## config.mk

```make
export PLATFORM = sky130hd
export DESIGN_NAME = axi_master_read_flat
export DESIGN_NICKNAME = d
export VERILOG_FILES = /design/src/rtl/axi_master_read_if.sv /design/src/rtl/axi_master_read.sv /design/src/flat_wrapper.sv
export SDC_FILE = /design/constraint.sdc
export NUM_CORES = 1
export LEC_CHECK = 0
export BUFFER_PORTS_ARGS = -buffer_cell sky130_fd_sc_hd__buf_4
export CORE_MARGIN = 8
export CORE_UTILIZATION = 44
export CTS_CLUSTER_SIZE = 14
export DETAILED_ROUTE_END_ITERATION = 6
export MAX_ROUTING_LAYER = met4
export PLACE_DENSITY = 0.69
export SYNTH_ARGS = -nofsm -noshare
export SYNTH_HDL_FRONTEND = slang
export SYNTH_SLANG_ARGS = --single-unit
```

## constraint.sdc

```tcl
create_clock -name clk -period 2.7 [get_ports clk]
set_input_delay 0.405 -clock clk [delete_from_list [all_inputs] [get_ports clk]]
set_output_delay 0.405 -clock clk [all_outputs]
set_load 0.01 [all_outputs]
```

## src/rtl/axi_master_read_if.sv

```systemverilog
// axi_master_read_if: control, AXI read-channel and FIFO-write signals of the DMA read master.
interface axi_master_read_if #(
   parameter int ADDR_W = 32,
   parameter int DATA_W = 32,
   parameter int LEN_W  = 16
);
   logic              m_read_start;
   logic [ADDR_W-1:0] m_read_addr;
   logic [LEN_W-1:0]  m_read_len;
   logic              m_read_done;
   logic              m_read_busy;
   logic              m_read_err;
   logic [ADDR_W-1:0] m_axi_araddr;
   logic              m_axi_arvalid;
   logic              m_axi_arready;
   logic [DATA_W-1:0] m_axi_rdata;
   logic [1:0]        m_axi_rresp;
   logic              m_axi_rvalid;
   logic              m_axi_rready;
   logic [DATA_W-1:0] fifo_wdata;
   logic              fifo_wen;
   logic              fifo_full;
   modport master (
      input  m_read_start, m_read_addr, m_read_len, m_axi_arready, m_axi_rdata,
             m_axi_rresp, m_axi_rvalid, fifo_full,
      output m_read_done, m_read_busy, m_read_err, m_axi_araddr, m_axi_arvalid,
             m_axi_rready, fifo_wdata, fifo_wen
   );
   modport slave (
      output m_read_start, m_read_addr, m_read_len, m_axi_arready, m_axi_rdata,
             m_axi_rresp, m_axi_rvalid, fifo_full,
      input  m_read_done, m_read_busy, m_read_err, m_axi_araddr, m_axi_arvalid,
             m_axi_rready, fifo_wdata, fifo_wen
   );
endinterface

```

## src/rtl/axi_master_read.sv

```systemverilog
// axi_master_read: single-beat AXI reads of consecutive words pushed into the transfer FIFO.
// Define AXI_MASTER_READ_RESP_CHECK_EN to abort on a non-OKAY rresp and raise sticky m_read_err.
module axi_master_read #(
   parameter int ADDR_W    = 32,
   parameter int DATA_W    = 32,
   parameter int LEN_W     = 16,
   parameter int ADDR_INCR = 4
) (
   input logic clk,
   input logic rst,
   axi_master_read_if.master bus
);
   typedef enum logic [1:0] {IDLE, AR_PHASE, R_PHASE} state_t;
   state_t            state;
   logic [ADDR_W-1:0] addr;
   logic [LEN_W-1:0]  remaining;
   logic [ADDR_W-1:0] next_addr;
   logic              accept;
   logic              resp_bad;
   assign bus.m_axi_rready = state == R_PHASE && !bus.fifo_full;
   assign accept = bus.m_axi_rvalid && bus.m_axi_rready;
   assign next_addr = addr + ADDR_W'(ADDR_INCR);
`ifdef AXI_MASTER_READ_RESP_CHECK_EN
   assign resp_bad = bus.m_axi_rresp != 2'b00;
`else
   assign resp_bad = 1'b0;
`endif
   always_ff @(posedge clk) begin
      if (rst) begin
         state             <= IDLE;
         addr              <= '0;
         remaining         <= '0;
         bus.m_axi_araddr  <= '0;
         bus.m_axi_arvalid <= 1'b0;
         bus.fifo_wdata    <= {DATA_W{1'b0}};
         bus.fifo_wen      <= 1'b0;
         bus.m_read_done   <= 1'b0;
         bus.m_read_busy   <= 1'b0;
         bus.m_read_err    <= 1'b0;
      end else begin
         bus.fifo_wen    <= 1'b0;
         bus.m_read_done <= 1'b0;
         case (state)
            IDLE: if (bus.m_read_start) begin
               addr           <= bus.m_read_addr;
               remaining      <= bus.m_read_len;
               bus.m_read_err <= 1'b0;
               if (bus.m_read_len == '0) begin
                  bus.m_read_done <= 1'b1;
               end else begin
                  bus.m_axi_arvalid <= 1'b1;
                  bus.m_axi_araddr  <= bus.m_read_addr;
                  bus.m_read_busy   <= 1'b1;
                  state             <= AR_PHASE;
               end
            end
            AR_PHASE: if (bus.m_axi_arready) begin
               bus.m_axi_arvalid <= 1'b0;
               state             <= R_PHASE;
            end
            R_PHASE: if (accept) begin
               // an error response is dropped rather than forwarded, and ends the block
               if (resp_bad) begin
                  bus.m_read_err  <= 1'b1;
                  bus.m_read_done <= 1'b1;
                  bus.m_read_busy <= 1'b0;
                  state           <= IDLE;
               end else begin
                  bus.fifo_wdata <= bus.m_axi_rdata;
                  bus.fifo_wen   <= 1'b1;
                  if (remaining == LEN_W'(1)) begin
                     bus.m_read_done <= 1'b1;
                     bus.m_read_busy <= 1'b0;
                     state           <= IDLE;
                  end else begin
                     addr              <= next_addr;
                     remaining         <= remaining - LEN_W'(1);
                     bus.m_axi_araddr  <= next_addr;
                     bus.m_axi_arvalid <= 1'b1;
                     state             <= AR_PHASE;
                  end
               end
            end
            default: state <= IDLE;
         endcase
      end
   end
endmodule

```

## src/flat_wrapper.sv

```systemverilog
// flat-port wrapper written by rule: the top's interface ports become plain ports
module axi_master_read_flat 
#(
   parameter int ADDR_W    = 32,
   parameter int DATA_W    = 32,
   parameter int LEN_W     = 16,
   parameter int ADDR_INCR = 4
)
  (clk, rst, bus_m_read_start, bus_m_read_addr, bus_m_read_len, bus_m_axi_arready, bus_m_axi_rdata, bus_m_axi_rresp, bus_m_axi_rvalid, bus_fifo_full, bus_m_read_done, bus_m_read_busy, bus_m_read_err, bus_m_axi_araddr, bus_m_axi_arvalid, bus_m_axi_rready, bus_fifo_wdata, bus_fifo_wen);
  axi_master_read_if #(.ADDR_W(ADDR_W), .DATA_W(DATA_W), .LEN_W(LEN_W)) bus_i ();
  input logic clk;
  input logic rst;
  input wire logic [$bits(bus_i.m_read_start)-1:0] bus_m_read_start;
  input wire logic [$bits(bus_i.m_read_addr)-1:0] bus_m_read_addr;
  input wire logic [$bits(bus_i.m_read_len)-1:0] bus_m_read_len;
  input wire logic [$bits(bus_i.m_axi_arready)-1:0] bus_m_axi_arready;
  input wire logic [$bits(bus_i.m_axi_rdata)-1:0] bus_m_axi_rdata;
  input wire logic [$bits(bus_i.m_axi_rresp)-1:0] bus_m_axi_rresp;
  input wire logic [$bits(bus_i.m_axi_rvalid)-1:0] bus_m_axi_rvalid;
  input wire logic [$bits(bus_i.fifo_full)-1:0] bus_fifo_full;
  output wire logic [$bits(bus_i.m_read_done)-1:0] bus_m_read_done;
  output wire logic [$bits(bus_i.m_read_busy)-1:0] bus_m_read_busy;
  output wire logic [$bits(bus_i.m_read_err)-1:0] bus_m_read_err;
  output wire logic [$bits(bus_i.m_axi_araddr)-1:0] bus_m_axi_araddr;
  output wire logic [$bits(bus_i.m_axi_arvalid)-1:0] bus_m_axi_arvalid;
  output wire logic [$bits(bus_i.m_axi_rready)-1:0] bus_m_axi_rready;
  output wire logic [$bits(bus_i.fifo_wdata)-1:0] bus_fifo_wdata;
  output wire logic [$bits(bus_i.fifo_wen)-1:0] bus_fifo_wen;
  assign bus_i.m_read_start = bus_m_read_start;
  assign bus_i.m_read_addr = bus_m_read_addr;
  assign bus_i.m_read_len = bus_m_read_len;
  assign bus_i.m_axi_arready = bus_m_axi_arready;
  assign bus_i.m_axi_rdata = bus_m_axi_rdata;
  assign bus_i.m_axi_rresp = bus_m_axi_rresp;
  assign bus_i.m_axi_rvalid = bus_m_axi_rvalid;
  assign bus_i.fifo_full = bus_fifo_full;
  assign bus_m_read_done = bus_i.m_read_done;
  assign bus_m_read_busy = bus_i.m_read_busy;
  assign bus_m_read_err = bus_i.m_read_err;
  assign bus_m_axi_araddr = bus_i.m_axi_araddr;
  assign bus_m_axi_arvalid = bus_i.m_axi_arvalid;
  assign bus_m_axi_rready = bus_i.m_axi_rready;
  assign bus_fifo_wdata = bus_i.fifo_wdata;
  assign bus_fifo_wen = bus_i.fifo_wen;
  axi_master_read #(.ADDR_W(ADDR_W), .DATA_W(DATA_W), .LEN_W(LEN_W), .ADDR_INCR(ADDR_INCR)) u_core (.clk(clk), .rst(rst), .bus(bus_i));
endmodule
```

==> impl_results.md <==
* Fillers at 1,200
* Post-Syn Nets at 870
* Sequential area share after synthesis at 40.4%
* Final WS setup at 183 ps
* Crit path buf inv count at 1
* Vias in the first global route at 5,779
* Hold slack at 231 ps
* Endpoints failing setup at 0
* #FFs+latches synth at 118
* Mean Syn Cell Area at 7.50 sq um
* Slew margin rel. at 27.0%
* R2R setup slack at 180 ps
* Initial Utilization at 44.6%
* Slew Limit Fails at 0
* Post-DP Area at 7190 sq um
* Die Ht at 131 um
* IO Pins at 158
* Critical path, cell by cell: nor4_1 > nand4_1 > o21ai_4 > buf_4 > a21oi_1 > o32ai_1
* Slowest library cell on the worst path: nor4_1
* Status: complete, no violations
* Routed Antenna Nets at 0
* Startpoint types: flop
* Die ar. at 17,200 sq um
* # Max-Cap Violations at 0
* Later-pin clock latency in the skew report at 420 ps
* R2r endpoint: u_core.addr[23]
* I/O Buffers at 154
* # hold bufs at CTS at 0
* Iter 0 DRT Violations at 428
* Post-synth EDFFs at 0
* Core ar. at 13,100 sq um
* Total power at 5.14 mW
* Worst Setup SP: u_core.remaining[4]
* Syn. warnings at 0
* Post-route cell area at 7840 sq um
* Total routed wirelength at 18,100 um
* Post-synth top cells: 151 x nand2_1, 118 x dfxtp_1, 91 x a21oi_1
* Pleak at 2.99 nW
* Max incr delay on CP at 550 ps
* Pre-CTS setup slack at 167 ps
* Yosys cell types at 54
* Drt wl/cell at 16.5 um
* Period utilisation layout at 93.2%
* Final hold viol count at 0
* Dominant synthesized flop cell: dfxtp_1
* Most frequent cell after synthesis: nand2_1
* Antenna cell count at 0
* Slew @ Worst Pin at 1090 ps
* Synth top area share at 40.4%
* Worst hold path class: in2reg
* GR Overflow Total at 0
* Vias/cell at 5.68
* Synth top area cells: dfxtp_1 40%, nand2_1 9.7%, a21oi_1 7.8%
* Crit-path max FO at 38
* Cells after Synth at 779
* CP endpoint kind: flop
* Layout area overhead at 34.2%
* Fin cells at 1,098
* FF-to-FF path depth at 6
* Worst path required time at 3030 ps
* Routability Congestion at 0.842
* Delay-heaviest family, CP: simple AND/OR/NAND/NOR gates
* Worst path depth at 6
* RSZ-0062 raised after global routing: false
* Max Freq at 397 MHz
* Drt first pass iters at 5
* Post-Synthesis Cell Area at 5840 sq um
* Synth area leader: dfxtp_1
* Worst path arrival time at 2840 ps
* Dpl cells at 1,066
* Largest net degree at the start of global routing at 49
* First-pass GRT wire length at 29,200 um
* Row cnt at 42
* Crit path to: u_core.addr[23]
* Worst IR Drop VDD at 0.422 mV
* Crit path time final at 2520 ps
* CTS Buf Count at 17
* Die W at 131 um
* Antenna violations before repair at 0
* Clk root buf: clkbuf_16
* Clk sinks at 118
* Final nets at 1,000
* Layout cells sized above 1 at 24.8%
* Clk pin slew, worst setup/hold paths at 60 ps
* H-Tree Depth at 4
* Clock Path Buffers at 2
* DRC at 0
* All-Layer GR Usage at 21.0%
* TritonCTS clock tree: built
* R2R Path Start: u_core.remaining[4]
* Final Util at 59.9%
* Final HPWL DP at 12,800 um
* Setup CP Type: reg2reg
* Pwr/cell area at 656 nW/um^2
* Vias after detailed routing at 6,238
* FFs w/ async S/R, synth at 0%
* Setup TNS at 0 ps
* Clk_skew at 4.85 ps
-- final cells by class --
cell class / count / area, sq um / share of cell area [%]
Clock buffer: 18 / 439 / 5.60
Clock inverter: 14 / 201 / 2.57
Inverter: 6 / 22.5 / 0.287
Multi-Input combinational cell: 590 / 3250 / 41.4
Sequential cell: 118 / 2360 / 30.1
Tap cell: 176 / 220 / 2.81
Timing Repair Buffer: 176 / 1350 / 17.2
-- kinds of logic after synthesis --
| kind of cell | Yosys count | share of synthesized area [%] |
|---|---|---|
| AOI/OAI and AO/OA | 236 | 24.4 |
| xor gates and xnor gates | 9 | 1.35 |
| adders and majority gates | 3 | 0.643 |
| buffers and inverters | 71 | 4.69 |
| DFF | 118 | 40.4 |
| muxes | 3 | 0.535 |
| other | 1 | 0.0642 |
| and+or+nand+nor | 338 | 27.8 |
-- cells in the final DEF (no fill, tap or decap), types with 4 or more instances in the layout --
master	instances
buf_4	174
nand2b_1	18
o211ai_1	6
dfxtp_1	118
a311oi_1	5
nand3_1	29
o31ai_1	8
or2_2	4
a21oi_1	91
or4_1	9
nor4_1	15
xnor2_1	7
nor3_1	12
o41ai_1	9
nand2_1	151
clkbuf_16	17
nor2_1	42
clkinv_4	6
nor2b_1	6
nand3b_1	15
bufinv_16	4
or3_1	11
o21ai_1	4
nand4_1	10
o22ai_1	9
o21ai_0	58
a31o_2	6
a31oi_1	8
o21a_1	7
o31a_1	4
inv_1	6
-- report_power, final --
| part | internal [mW] | switching, mW | total (mW) |
|---|---|---|---|
| Clock | 1.58 | 0.863 | 2.44 |
| Sequential | 1.85 | 0.112 | 1.96 |
| Combinational | 0.334 | 0.406 | 0.739 |
| Total | 3.76 | 1.38 | 5.14 |
-- worst min-delay path by stage --
stage,from,endpoint,slack [ps],depth (start not counted)
6_report,bus_m_axi_rdata[0],u_core.bus.fifo_wdata[0],230,3
2_1_floorplan,u_core.addr[0],u_core.addr[0],440,2
5_1_grt,bus_m_axi_rdata[9],u_core.bus.fifo_wdata[9],220,3
4_1_cts,bus_m_axi_rdata[16],u_core.bus.fifo_wdata[16],220,3
3_3_place_gp,u_core.bus.fifo_wdata[14],u_core.bus.fifo_wdata[14],440,2
3_5_place_dp,u_core.bus.fifo_wdata[7],u_core.bus.fifo_wdata[7],450,2
-- repair_timing --
| action | CTS | global route |
|---|---|---|
| buffers inserted | 0 | 0 |
| endpoints found under the setup margin | 0 | 16 |
| gates resized for setup | 0 | 2 |
-- worst register-to-register path: stages, from the launching register on --
cell and delay, ps:
dfxtp_1 370, nor4_1 550, nand4_1 410, o21ai_4 380, buf_4 410, a21oi_1 100, o32ai_1 220
-- layer usage --
layer	wire length, um	share of wire (%)	vias up	global-route usage, %
li1	-	-	3061	-
met1	7780	43	2946	24.9
met2	8960	49	204	33.9
met3	968	5.3	27	4.92
met4	410	2.3	0	7.88
met5	0	0	-	-
-- flip-flops by register name, summed over array words and instances (netlist names) --
name	count
u_core.addr	32
u_core.state	2
u_core.bus.m_read_done	1
u_core.remaining	16
u_core.bus.m_read_busy	1
u_core.bus.fifo_wdata	32
u_core.bus.m_axi_arvalid	1
u_core.bus.m_axi_araddr	32
u_core.bus.fifo_wen	1
No activity file was read; power rests on OpenSTA's default activity.
